### src/rtl/instr_seq_pkg.sv
// Shared definitions for the instruction sequencer: FSM states, the one-hot
// step-bus constants and the instruction-register field layout.
package instr_seq_pkg;

   typedef enum logic [3:0] {
      IDLE,
      FETCH,
      LOAD_IR,
      DECODE,
      RD_A,
      RD_B,
      EXEC,
      HALT,
      ERR
   } state_t;

   localparam logic [5:0] SEQ_NONE = 6'b000000;
   localparam logic [5:0] SEQ_0    = 6'b000001;
   localparam logic [5:0] SEQ_1    = 6'b000010;
   localparam logic [5:0] SEQ_2    = 6'b000100;
   localparam logic [5:0] SEQ_3    = 6'b001000;
   localparam logic [5:0] SEQ_4    = 6'b010000;
   localparam logic [5:0] SEQ_5    = 6'b100000;

   // IR layout: [7]=compute, [6:4]=op, [3:2]=RA, [1:0]=RB
   localparam int         IR_COMPUTE_BIT = 7;
   localparam logic [3:0] HLT_OP         = 4'b0111;

   // The halt opcode is recognised on the top nibble (compute bit clear plus op field)
   function automatic logic is_halt(input logic [7:0] ir_val);
      return ir_val[7:4] == HLT_OP;
   endfunction

endpackage

### src/rtl/instr_sequencer_if.sv
// Opcode fetch handshake between the sequencer and instruction memory.
// The sequencer raises mem_req; memory answers with mem_ack and the opcode byte.
interface instr_sequencer_if;

   logic       mem_req;
   logic       mem_ack;
   logic [7:0] mem_data;

   modport master (
      output mem_req,
      input  mem_ack,
      input  mem_data
   );

   modport slave (
      input  mem_req,
      output mem_ack,
      output mem_data
   );

endinterface

### src/rtl/instr_sequencer_fetch_watchdog.sv
// Fetch watchdog: counts FETCH cycles that pass without an acknowledge and
// flags expiry on the last permitted cycle, so the FSM can fall into ERR.
// An acknowledge in the expiry cycle suppresses the flag.
module fetch_watchdog #(
   parameter int TIMEOUT = 16
) (
   input  logic clk,
   input  logic rst_n,
   input  logic active,
   input  logic ack,
   output logic expire
);

   localparam int CW = $clog2(TIMEOUT);

   logic [CW-1:0] count;

   // Count unacknowledged fetch cycles; any ack or leaving FETCH starts over
   always_ff @(posedge clk or negedge rst_n) begin
      if (!rst_n) begin
         count <= '0;
      end else if (!active || ack) begin
         count <= '0;
      end else begin
         count <= count + CW'(1);
      end
   end

   // count holds the unacked cycles already seen, so this cycle is number count+1
   always_comb begin
      expire = active && !ack && (count == CW'(TIMEOUT - 1));
   end

endmodule

### src/rtl/instr_sequencer.sv
// Fetch/decode/execute controller for the 8-bit core.
// Optional feature: define INSTR_SEQ_STEP_EN to add the single-step port;
// every instruction then needs a fresh step pulse (with run=1) to start.
module instr_sequencer
   import instr_seq_pkg::*;
#(
   parameter int TIMEOUT = 16,
   parameter int CNT_W   = 16
) (
   input  logic             clk,
   input  logic             rst_n,
   input  logic             run,
   input  logic             stall,
`ifdef INSTR_SEQ_STEP_EN
   input  logic             step,
`endif
   instr_sequencer_if.master mem,
   output logic [7:0]       ir,
   output logic [5:0]       seq,
   output logic             pc_inc,
   output logic             ora,
   output logic             orb,
   output logic             irb,
   output logic             halted,
   output logic             bus_err,
   output logic [CNT_W-1:0] instr_cnt
);

   state_t state;
   state_t state_next;
   logic   ir_load;
   logic   retire;
   logic   expire;
   logic   go;
   state_t retire_to;

   fetch_watchdog #(.TIMEOUT(TIMEOUT)) u_watchdog (
      .clk    (clk),
      .rst_n  (rst_n),
      .active (state == FETCH),
      .ack    (mem.mem_ack),
      .expire (expire)
   );

`ifdef INSTR_SEQ_STEP_EN
   logic step_q;

   // Remember last step level so a held step only counts once
   always_ff @(posedge clk or negedge rst_n) begin
      if (!rst_n) begin
         step_q <= 1'b0;
      end else begin
         step_q <= step;
      end
   end

   assign go        = step && !step_q;
   assign retire_to = IDLE;
`else
   assign go        = 1'b1;
   assign retire_to = run ? FETCH : IDLE;
`endif

   // State, instruction register and retired-instruction counter
   always_ff @(posedge clk or negedge rst_n) begin
      if (!rst_n) begin
         state     <= IDLE;
         ir        <= 8'h00;
         instr_cnt <= '0;
      end else begin
         state <= state_next;
         if (ir_load) begin
            ir <= mem.mem_data;
         end
         if (retire) begin
            instr_cnt <= instr_cnt + CNT_W'(1);
         end
      end
   end

   // Next-state logic; stall freezes the DECODE..EXEC walk, ack beats the watchdog
   always_comb begin
      state_next = state;
      ir_load    = 1'b0;
      retire     = 1'b0;
      case (state)
         IDLE: begin
            if (run && go) state_next = FETCH;
         end
         FETCH: begin
            if (mem.mem_ack) begin
               ir_load    = 1'b1;
               state_next = LOAD_IR;
            end else if (expire) begin
               state_next = ERR;
            end
         end
         LOAD_IR: state_next = DECODE;
         DECODE: begin
            if (!stall) begin
               if (is_halt(ir)) begin
                  retire     = 1'b1;
                  state_next = HALT;
               end else begin
                  state_next = RD_A;
               end
            end
         end
         RD_A: begin
            if (!stall) state_next = RD_B;
         end
         RD_B: begin
            if (!stall) begin
               if (ir[IR_COMPUTE_BIT]) begin
                  state_next = EXEC;
               end else begin
                  retire     = 1'b1;
                  state_next = retire_to;
               end
            end
         end
         EXEC: begin
            if (!stall) begin
               retire     = 1'b1;
               state_next = retire_to;
            end
         end
         HALT: begin
            if (!run) state_next = IDLE;
         end
         ERR:     state_next = ERR;
         default: state_next = IDLE;
      endcase
   end

   // Outputs come from registered state and IR; stall only masks the strobes
   always_comb begin
      seq          = SEQ_NONE;
      mem.mem_req  = 1'b0;
      pc_inc       = 1'b0;
      ora          = 1'b0;
      orb          = 1'b0;
      irb          = 1'b0;
      halted       = 1'b0;
      bus_err      = 1'b0;
      case (state)
         FETCH: begin
            seq         = SEQ_0;
            mem.mem_req = 1'b1;
         end
         LOAD_IR: begin
            seq    = SEQ_1;
            pc_inc = 1'b1;
         end
         DECODE: seq = SEQ_2;
         RD_A: begin
            seq = SEQ_3;
            ora = !stall;
         end
         RD_B: begin
            seq = SEQ_4;
            orb = !stall && ir[IR_COMPUTE_BIT];
            irb = !stall && !ir[IR_COMPUTE_BIT];
         end
         EXEC: begin
            seq = SEQ_5;
            irb = !stall;
         end
         HALT:    halted  = 1'b1;
         ERR:     bus_err = 1'b1;
         default: seq     = SEQ_NONE;
      endcase
   end

endmodule
### src/flat_wrapper.sv
// flat-port wrapper written by rule: the top's interface ports become plain ports
module instr_sequencer_flat import instr_seq_pkg::*;
#(
   parameter int TIMEOUT = 16,
   parameter int CNT_W   = 16
)
  (clk, rst_n, run, stall, ir, seq, pc_inc, ora, orb, irb, halted, bus_err, instr_cnt, mem_mem_req, mem_mem_ack, mem_mem_data);
  instr_sequencer_if mem_i ();
  input  logic clk;
  input  logic rst_n;
  input  logic run;
  input  logic stall;
  output logic [7:0] ir;
  output logic [5:0] seq;
  output logic pc_inc;
  output logic ora;
  output logic orb;
  output logic irb;
  output logic halted;
  output logic bus_err;
  output logic [CNT_W-1:0] instr_cnt;
  output wire logic [$bits(mem_i.mem_req)-1:0] mem_mem_req;
  input wire logic [$bits(mem_i.mem_ack)-1:0] mem_mem_ack;
  input wire logic [$bits(mem_i.mem_data)-1:0] mem_mem_data;
  assign mem_mem_req = mem_i.mem_req;
  assign mem_i.mem_ack = mem_mem_ack;
  assign mem_i.mem_data = mem_mem_data;
  instr_sequencer #(.TIMEOUT(TIMEOUT), .CNT_W(CNT_W)) u_core (.clk(clk), .rst_n(rst_n), .run(run), .stall(stall), .mem(mem_i), .ir(ir), .seq(seq), .pc_inc(pc_inc), .ora(ora), .orb(orb), .irb(irb), .halted(halted), .bus_err(bus_err), .instr_cnt(instr_cnt));
endmodule
### config.mk
export PLATFORM = sky130hd
export DESIGN_NAME = instr_sequencer_flat
export DESIGN_NICKNAME = d
export VERILOG_FILES = /design/src/rtl/instr_seq_pkg.sv /design/src/rtl/instr_sequencer_if.sv /design/src/rtl/instr_sequencer_fetch_watchdog.sv /design/src/rtl/instr_sequencer.sv /design/src/flat_wrapper.sv
export SDC_FILE = /design/constraint.sdc
export NUM_CORES = 1
export LEC_CHECK = 0
export CORE_MARGIN = 2
export CORE_UTILIZATION = 43
export CTS_CLUSTER_DIAMETER = 40
export DETAILED_ROUTE_END_ITERATION = 12
export PLACE_DENSITY = 0.83
export RECOVER_POWER = 50
export SLEW_MARGIN = 20
export SYNTH_ARGS = -nofsm -noshare
export SYNTH_HDL_FRONTEND = slang
export SYNTH_HIERARCHICAL = 1
export SYNTH_SLANG_ARGS = --single-unit
### constraint.sdc
create_clock -name clk -period 2.37 [get_ports clk]
set_clock_uncertainty 0.15 [all_clocks]
set_input_delay 0.474 -clock clk [delete_from_list [all_inputs] [get_ports clk]]
set_output_delay 0.474 -clock clk [all_outputs]
set_load 0.01 [all_outputs]
==> metrics.md, run 1 <==
| Metric | Value |
|---|---|
| Antenna Cells | 0 |
| Synth warn | 6 |
| Per-cell routed wire length | 14.5 um |
| Nets | 249 |
| Reg clk slew, reported paths | 70 ps |
| Hold_buf cts | 0 |
| Mapped Avg Cell Area | 10.7 sq um |
| Crit path DAT | 2300 ps |
| Leak | 1.18 nW |
| Seq/Total Area, Yosys | 0.453 |
| Ys async rst share | 1.00 |
| Most frequent cells in the layout | clkdlybuf4s50_1 (33), dfrtp_1 (30), buf_4 (16) |
| Number of global-route vias before repair | 1467 |
| Hold Crit Class | flip-flop to flip-flop |
| Post-Syn Nets | 181 |
| DRT iter0 DRCs | 68 |
| Worst-Margin Slew | 779 ps |
| First-pass DRT Iterations | 4 |
| Worst hold slack | 333 ps |
| Die H | 68.1 um |
| Critical Path RT | 2380 ps |
| Max Clk Rate | 436 MHz |
| I/O pin total | 50 |
| PortBufs | 49 |
| Max Root-Sink Buffers | 2 |
| Area of the die | 0.00464 sq mm |
| CP max FO | 5 |
| First-pass GRT wire length | 6490 um |
| Layout Area Growth over Synthesis | 44.8% |
| Setup WS pre-CTS | -231 ps |
| Crit end category | flip-flop |
| CTS tree | done |
| Most common cell after layout, fill and taps aside | clkdlybuf4s50_1 |
| Htree depth | 2 |
| Max_slew headroom | 0.481 |
| Unrepaired setup endpoints after global routing | no |
| Die X-Extent | 68.1 um |
| Clock latency on the worst-skew pair | 280 ps |
| Largest net degree at the start of global routing | 33 |
| Area after DPL | 0.00243 sq mm |
| Share of post-route cells with drive strength above 1 | 0.238 |
| CTS Buf Count | 5 |
| Total clock sinks | 32 |
| Util after Layout | 0.645 |
| MaxCap Viol Count | 0 |
| Worst Setup Path Type | flip-flop to flip-flop |
| Setup crit start kind | flip-flop |
| Pwr/cell area | 1090 mW/mm^2 |
| Number of flops mapped to enable cells by yosys | 0 |
| Pins over their slew limit | 0 |
| # DRC | 0 |
| GR Overflow Total | 0 |
| Post-synthesis register bit count | 32 |
| Setup TNS | 0 ps |
| VDD IR max | 580 uV |
| DRT antenna net count | 0 |
| Root Driver | clkbuf_8 |
| Netlist cell types | 48 |
| Period minus WS final | 2290 ps |
| Initial antenna violation count | 0 |
| Starting Density | 0.445 |
| Core footprint | 0.00397 sq mm |
| Hpwl dp | 3030 um |
| Routed WL | 4140 um |
| PnR worst setup slack | 77.9 ps |
| Filler Cell Count | 342 |
| Post-synthesis cell count | 166 |
| Detailed-route via count | 1494 |
| Final Cell Area | 0.00256 sq mm |
| Fin crit share | 0.967 |
| Predominant post-synthesis flop cell | dfrtp_1 |
| # rows | 23 |
| Final hold violations | 0 |
| Final setup violation count | 0 |
| Synth Cell Area | 0.00177 sq mm |
| GPL Wtd Cong | 0.812 |
| Status | finished clean |
| Vias per inst | 5.24 |
| Tot GR Track Use | 0.189 |
area by class of cell:
| type | count | area (sq um) | area share |
|---|---|---|---|
| flip-flops and latches | 32 | 803 | 0.313 |
| well taps | 50 | 62.6 | 0.0244 |
| clock buffers | 7 | 96.3 | 0.0376 |
| multi-input cells | 123 | 921 | 0.359 |
| repair buffers | 69 | 638 | 0.249 |
| clock inverters | 1 | 30.0 | 0.0117 |
| inverters | 3 | 11.3 | 0.00439 |
power by group:
group	switching [mW]	total, mW	internal (mW)	leakage, nW
Clock	0.200	0.571	0.371	0.0645
Sequential	0.135	0.823	0.688	0.419
Combinational	0.652	1.40	0.748	0.695
cell usage after synthesis, types with 2 or more instances:
cell / n / share of area
mux2i_1: 2 / 0.011
nor2_2: 2 / 0.0071
nand2_1: 15 / 0.032
inv_1: 3 / 0.0064
nor2b_1: 3 / 0.011
buf_4: 3 / 0.013
nor2_1: 12 / 0.025
nor3b_1: 3 / 0.013
dfrtp_1: 32 / 0.45
nand2b_1: 2 / 0.0071
and3_1: 3 / 0.011
nand4b_1: 2 / 0.0099
xnor2_1: 10 / 0.050
xor2_1: 7 / 0.035
mux2_2: 9 / 0.057
nand3_1: 5 / 0.014
o21a_1: 3 / 0.013
nor3_1: 12 / 0.034
ha_1: 2 / 0.014
a21oi_1: 3 / 0.0085
clkbuf_1: 3 / 0.0064
and4_1: 2 / 0.0099
nand4_1: 2 / 0.0071
nand3b_1: 2 / 0.0085
layer usage:
| metal | routed length, um | track usage | vias up |
|---|---|---|---|
| met4 | 44 | 0.0800 | 0 |
| met2 | 2130 | 0.323 | 37 |
| met5 | 0 | 0 | - |
| li1 | - | - | 722 |
| met1 | 1800 | 0.228 | 728 |
| met3 | 167 | 0.0444 | 7 |
worst paths after layout:
| check | start | end | slack, ps | depth (start not counted) |
|---|---|---|---|---|
| hold / removal | u_core/u_watchdog/count[0] | u_core/u_watchdog/count[0] | 330 | 1 |
| setup / recovery | u_core/state[1] | u_core/state[0] | 80 | 10 |
| setup reg to reg | u_core/state[1] | u_core/state[0] | 80 | 10 |
| max in group asynchronous | rst_n | u_core/state[0] | 870 | 2 |
| hold reg to reg | u_core/u_watchdog/count[0] | u_core/u_watchdog/count[0] | 330 | 1 |
| min in group asynchronous | rst_n | u_core/instr_cnt[10] | 650 | 2 |
sequential cells by signal (all words and copies together) (netlist names):
register,count
u_core/instr_cnt,16
u_core/u_watchdog/count,4
u_core/state,4
u_core/ir,8
critical path: stages (launching register included):
cell     delay [ps]
dfrtp_1         430
inv_2            90
nand2_1         140
nor3_2           60
or2b_1          170
nor2_1           50
or4b_4          490
a21oi_4         200
nor3_2           70
o32ai_2         220
o31ai_2         100
stage by stage:
step           cells  total power [mW]
6_report         285              2.79
5_1_grt          285              2.96
3_5_place_dp     276              2.25
4_1_cts          285              2.84
3_3_place_gp     276              2.23
2_1_floorplan    166              1.62
repair_timing:
item                                    4_1_cts  5_1_grt
gates resized for setup                      13        3
endpoints found under the setup margin       12        4
hold endpoints to repair                      0        0
setup buffers                                 1        0
pin swaps                                     0        1
cells by family after synthesis:
kind of cell    Yosys count  share of synthesized area
xor+xnor                 17                     0.0842
flops                    32                      0.453
simple gates             75                      0.255
compound gates           18                     0.0912
fa+ha+maj                 2                     0.0141
mux                      11                     0.0686
buf+inv                  11                     0.0339
Note: power is estimated with default switching activity, not from simulation.
==> run 2, diff against run 1 <==
- CTS_CLUSTER_SIZE: not set -> 10
- TNS_END_PERCENT: not set -> 50
==> metrics.md, run 2 (synthesis results as in run 1) <==
| Metric | Value |
|---|---|
| GR Overflow Total | 0 (unchanged) |
| Leak | 1.18 nW (about the same) |
| Nets | 250 (+0.40%) |
| # rows | 23 (unchanged) |
| Worst hold slack | 334 ps (+0.814 ps) |
| Final setup violation count | 0 (unchanged) |
| I/O pin total | 50 (unchanged) |
| Final hold violations | 0 (unchanged) |
| R2r setup slk | 70 ps (about the same) |
| Unrepaired setup endpoints after global routing | no |
| # DRC | 0 (unchanged) |
| Pwr/cell area | 1090 mW/mm^2 (about the same) |
| PortBufs | 49 (unchanged) |
| Core footprint | 0.00397 sq mm (unchanged) |
| Max FFs per register | 16 (unchanged) |
| WHS Path Cells | 1 (unchanged) |
| Most common cell after layout, fill and taps aside | clkdlybuf4s50_1 |
| Fin crit share | 0.972 (+0.00452) |
| Max Root-Sink Buffers | 2 (unchanged) |
| Htree depth | 2 (unchanged) |
| Pins over their slew limit | 0 (unchanged) |
| Period minus WS final | 2300 ps (+10.7 ps) |
| Util after Layout | 0.646 (+0.000945) |
| Vias per inst | 5.24 (about the same) |
| Starting Density | 0.445 (unchanged) |
| Max Clk Rate | 434 MHz (-0.47%) |
| Largest reg by FF count | u_core/instr_cnt |
| R2r endpoint | u_core/state[0] |
| Antenna Cells | 0 (unchanged) |
| CP max FO | 5 (unchanged) |
| Clock latency on the worst-skew pair | 280 ps (about the same) |
| Max_slew headroom | 0.480 (-0.000732) |
| Detailed-route via count | 1500 (+0.40%) |
| Die H | 68.1 um (unchanged) |
| Reg clk slew, reported paths | 70 ps (about the same) |
| Die X-Extent | 68.1 um (unchanged) |
| Worst-Margin Slew | 780 ps (+1.10 ps) |
| Number of global-route vias before repair | 1464 (-0.20%) |
| Top flop regs | u_core/instr_cnt: 16 flops, u_core/ir: 8 flops |
| MaxCap Viol Count | 0 (unchanged) |
| Crit path DAT | 2310 ps (about the same) |
| Final Power | 2.80 mW (about the same) |
| GPL Wtd Cong | 0.812 (unchanged) |
| Total clock sinks | 32 (unchanged) |
| CTS Buf Count | 5 (unchanged) |
| Hold Path Sink | u_core/u_watchdog/count[0] |
| Area of the die | 0.00464 sq mm (unchanged) |
| DRT iter0 DRCs | 79 (+16%) |
| Hold Crit Class | flip-flop to flip-flop |
| Root Driver | clkbuf_8 |
| Worst R2R Path Depth | 10 (unchanged) |
| Crit end category | flip-flop |
| Share of post-route cells with drive strength above 1 | 0.242 (+0.00323) |
| Worst hold start | u_core/u_watchdog/count[0] |
| Setup crit start kind | flip-flop |
| Hpwl dp | 3030 um (unchanged) |
| Tot GR Track Use | 0.187 (-0.00209) |
| Most frequent cells in the layout | clkdlybuf4s50_1 (32), dfrtp_1 (29), buf_4 (17) |
| Initial antenna violation count | 0 (unchanged) |
| Critical Path RT | 2380 ps (about the same) |
| VDD IR max | 613 uV (+5.7%) |
| Routed WL | 4120 um (-0.60%) |
| First-pass GRT wire length | 6440 um (-0.85%) |
| CTS tree | done |
| Per-cell routed wire length | 14.4 um (-0.95%) |
| Largest net degree at the start of global routing | 33 (unchanged) |
| R2R Path Start | u_core/state[1] |
| Layout Area Growth over Synthesis | 45.0% |
| Status | finished clean |
| Worst Setup Path Type | flip-flop to flip-flop |
| Hold_buf cts | 0 (unchanged) |
| DRT antenna net count | 0 (unchanged) |
| First-pass DRT Iterations | 4 (unchanged) |
run 2: metrics by stage:
step	cells	setup TNS, ps	worst slack, ps	area [sq um]
3_5_place_dp	276	-884	-231	2430
3_3_place_gp	276	-678	-193	2430
5_1_grt	286	0	0.478	2570
4_1_cts	284	-86.4	-86.4	2560
2_1_floorplan	166	0	26.6	1770
6_report	286	0	67.2	2570
run 2: final cells by class:
type / count / area [sq um]
fillers: 340 / 1410
multi-input cells: 123 / 916
flip-flops and latches: 32 / 805
repair buffers: 70 / 646
clock buffers: 7 / 96.3
well taps: 50 / 62.6
clock inverters: 1 / 30.0
inverters: 3 / 11.3
run 2: how the worst max path moves through the flow:
stage	slack, ps	startpoint	end	depth (start not counted)
global route	0.5	u_core/state[1]	irb	4
floorplan	30	u_core/state[1]	u_core/state[1]	11
global placement	-190	stall	orb	5
CTS	-90	u_core/state[2]	seq[2]	3
detailed placement	-230	stall	orb	5
finish	70	u_core/state[1]	u_core/state[0]	10
run 2: layer usage:
| metal | part of all wire | vias to the layer above | global-route usage |
|---|---|---|---|
| li1 | - | 724 | - |
| met2 | 0.52 | 31 | 0.323 |
| met5 | 0 | - | 0 |
| met4 | 0.011 | 0 | 0.0800 |
| met1 | 0.43 | 738 | 0.221 |
| met3 | 0.036 | 7 | 0.0444 |
run 2: critical path, cell delays in order, from the launching register on:
cell	delay, ps
dfrtp_1	430
inv_2	80
nand2_1	130
nor3_1	80
or2b_1	170
nor2_1	50
or4b_4	490
a21oi_4	200
nor3_2	70
o32ai_2	220
o31ai_2	100
run 2: power by group:
| group | switching [mW] | total, mW | internal [mW] |
|---|---|---|---|
| logic | 0.643 | 1.39 | 0.751 |
| clock network | 0.199 | 0.570 | 0.371 |
| registers | 0.142 | 0.832 | 0.690 |
| total | 0.984 | 2.80 | 1.81 |
run 2: what timing repair did:
| action | CTS | global route |
|---|---|---|
| hold endpoints to repair | 0 | 0 |
| resized for setup | 13 | 4 |
| endpoints found under the setup margin | 12 | 5 |
| pin swaps | 0 | 1 |
| buffers inserted | 0 | 2 |
==> run 3, diff against run 2 <==
- ABC_AREA: not set -> 1
- CORE_UTILIZATION: 43 -> 44
- GPL_ROUTABILITY_DRIVEN: not set -> 0
==> metrics.md, run 3 <==
| Metric | Value |
|---|---|
| CTS Buf Count | 5 (unchanged) |
| Final setup violation count | 0 (unchanged) |
| Max Clk Rate | 428 MHz (-1.5%) |
| WHS Path Cells | 1 (unchanged) |
| Die H | 71.3 um (+4.6%) |
| Root Driver | clkbuf_8 |
| First-pass DRT Iterations | 5 (+1) |
| Crit. Startpoint | u_core/state[1] |
| Worst Setup Path Type | flip-flop to primary output |
| Clock latency on the worst-skew pair | 280 ps (about the same) |
| Detailed-route via count | 1893 (+26%) |
| Filler Cell Count | 371 (+9.1%) |
| Share of post-route cells with drive strength above 1 | 0.162 (-0.0794) |
| Total clock sinks | 32 (unchanged) |
| Max FFs per register | 16 (unchanged) |
| Top cells by area, synth | dfrtp_1 (40%), nand2_1 (18%), nand3_1 (7.0%) |
| Yosys top cell area share | 0.402 (-0.0509) |
| Crit path DAT | 1710 ps (-600 ps) |
| CP delay by family, top | buffers and inverters |
| Hold Path Sink | u_core/u_watchdog/count[0] |
| Crit path largest cell delay | 570 ps (+80 ps) |
| DRT antenna net count | 0 (unchanged) |
| CTS tree | done |
| PnR worst setup slack | 31.2 ps (-35.9 ps) |
| GR Overflow Total | 0 (unchanged) |
| Max Root-Sink Buffers | 2 (unchanged) |
| Area leader, netlist | dfrtp_1 |
| Sw Pwr | 911 uW (-7.4%) |
| Number of flops mapped to enable cells by yosys | 0 (unchanged) |
| Worst-path cell chain | nand2_2 -> nor2_1 -> clkdlybuf4s50_1 |
| Seq/Total Area, Yosys | 0.402 (-0.0509) |
| # rows | 24 (+4.3%) |
| Reg clk slew, reported paths | 60 ps (about the same) |
| Largest net degree at the start of global routing | 33 (unchanged) |
| Crit end category | primary output |
| Leak | 1.37 nW (+16%) |
| Switching Fraction | 0.381 (+0.0294) |
| Setup crit start kind | flip-flop |
| Number of global-route vias before repair | 1697 (+16%) |
| Most common cell after layout, fill and taps aside | nand2_1 |
| Starting Density | 0.458 (+0.0123) |
| Worst hold start | u_core/u_watchdog/count[0] |
| Status | finished clean |
| Antenna Cells | 0 (unchanged) |
| PortBufs | 49 (unchanged) |
| Netlist cell types | 26 (-46%) |
| R2r endpoint | u_core/state[2] |
| Critical Path RT | 1750 ps (-630 ps) |
| Final hold violations | 0 (unchanged) |
| Tot GR Track Use | 0.188 (+0.00130) |
| Initial antenna violation count | 0 (unchanged) |
| R2r setup slk | 300 ps (+230 ps) |
| Vias per inst | 4.99 (-4.8%) |
| Slowest CP cell | clkdlybuf4s50_1 |
| Int Power | 1.48 mW (-18%) |
| Layout Area Growth over Synthesis | 36.1% |
| Per-cell routed wire length | 12.2 um (-16%) |
| Fin crit share | 0.987 (+0.0152) |
| Unrepaired setup endpoints after global routing | yes |
| Mapped Avg Cell Area | 7.52 sq um (-29%) |
| Clk pwr share | 0.183 (-0.021) |
| Hold Crit Class | flip-flop to flip-flop |
| Final Power | 2.39 mW (-15%) |
| Core footprint | 0.00435 sq mm (+9.6%) |
| Max_slew headroom | 0.484 (+0.00392) |
| Post-synthesis register bit count | 32 (unchanged) |
| Predominant post-synthesis flop cell | dfrtp_1 |
| Count leader, synth | nand2_1 |
| VDD IR max | 534 uV (-13%) |
| Worst R2R Path Depth | 13 (+3) |
| Setup WS pre-CTS | -65.0 ps (+166 ps) |
| Top flop regs | u_core/instr_cnt: 16 flops, u_core/ir: 8 flops |
| Post-synthesis cell count | 265 (+60%) |
| Post-synth top cells | nand2_1 (95), dfrtp_1 (32), nor2_1 (31), nand3_1 (28), inv_1 (24) |
| MaxCap Viol Count | 0 (unchanged) |
| Pwr/cell area | 881 mW/mm^2 (-19%) |
| I/O pin total | 50 (unchanged) |
| Hold_buf cts | 0 (unchanged) |
| R2R Path Start | u_core/state[1] |
| Synth Cell Area | 0.00199 sq mm (+13%) |
| Pins over their slew limit | 0 (unchanged) |
| Sequential share of power | 0.350 (+0.053) |
| Area of the die | 0.00508 sq mm (+9.5%) |
| Nets | 342 (+37%) |
| CP max FO | 8 (+3) |
| Ys async rst share | 1.00 (unchanged) |
| Period minus WS final | 2340 ps (+35.9 ps) |
| Die X-Extent | 71.3 um (+4.6%) |
| Combinational fraction of design power | 0.467 (-0.032) |
| Critical path buffer and inverter count | 1 (unchanged) |
| Hpwl dp | 3400 um (+12%) |
| DRT iter0 DRCs | 107 (+35%) |
| Most frequent cells in the layout | nand2_1 (95), clkdlybuf4s50_1 (43), nor2_1 (29) |
| Routed WL | 4610 um (+12%) |
| Largest reg by FF count | u_core/instr_cnt |
| Synth warn | 6 (unchanged) |
| Worst-Margin Slew | 774 ps (-5.88 ps) |
| Post-Syn Nets | 280 (+55%) |
| # DRC | 0 (unchanged) |
| Htree depth | 2 (unchanged) |
| First-pass GRT wire length | 7570 um (+18%) |
## run 3: repair_timing
item | 4_1_cts | 5_1_grt
resized for setup | 7 | 7
setup buffers | 0 | 4
setup endpoints to repair | 11 | 10
pin swaps | 1 | 1
## run 3: metrics by stage
stage / cells / utilization / hold WS (ps) / instance area [sq um] / setup TNS, ps
after CTS: 375 / 0.612 / 323 / 2670 / -93.4
after detailed placement: 368 / 0.587 / 314 / 2550 / -65.0
after global placement: 368 / 0.587 / 302 / 2550 / -33.6
final: 379 / 0.623 / 321 / 2710 / 0
after floorplan: 265 / - / 28.4 / 1990 / 0
after global routing: 379 / 0.623 / 340 / 2710 / -82.0
## run 3: worst max-delay path by stage
stage	end	slack (ps)	cells past startpoint
after floorplan	u_core/state[0]	500	13
final	halted	30	3
after global placement	irb	-30	5
after detailed placement	irb	-60	5
after global routing	pc_inc	-30	4
after CTS	ora	-60	4
## run 3: final cells by class
class                   count  area, sq um  area share
clock buffers               7         96.3      0.0355
multi-input cells         201         1060       0.393
flip-flops and latches     32          806       0.297
well taps                  52         65.1      0.0240
repair buffers             60          579       0.214
inverters                  27          101      0.0374
## run 3: metal layers
| metal | up-vias | GRT usage | wire (um) |
|---|---|---|---|
| met2 | 49 | 0.303 | 2350 |
| met1 | 871 | 0.237 | 1950 |
| met3 | 4 | 0.0577 | 244 |
| met4 | 0 | 0.0755 | 62 |
| met5 | - | 0 | 0 |
| li1 | 969 | - | - |
## run 3: power by group through the flow
stage | clock, mW | combinational [mW] | sequential [mW]
6_report | 0.438 | 1.12 | 0.836
3_5_place_dp | 0 | 1.04 | 0.829
4_1_cts | 0.457 | 1.06 | 0.833
3_3_place_gp | 0 | 1.02 | 0.822
2_1_floorplan | 0 | 0.604 | 0.830
5_1_grt | 0.483 | 1.21 | 0.859
## run 3: kinds of logic (layout without fill, tap and decap cells)
group	after synthesis	count (layout)	synth area share
AND/OR/NAND/NOR	180	180	0.429
flip-flops	32	32	0.402
buffers and inverters	32	94	0.0741
XOR/XNOR	7	7	0.0308
multiplexers	7	7	0.0396
AO/OA/AOI/OAI	5	5	0.0126
adder cells (fa/ha/maj)	2	2	0.0126
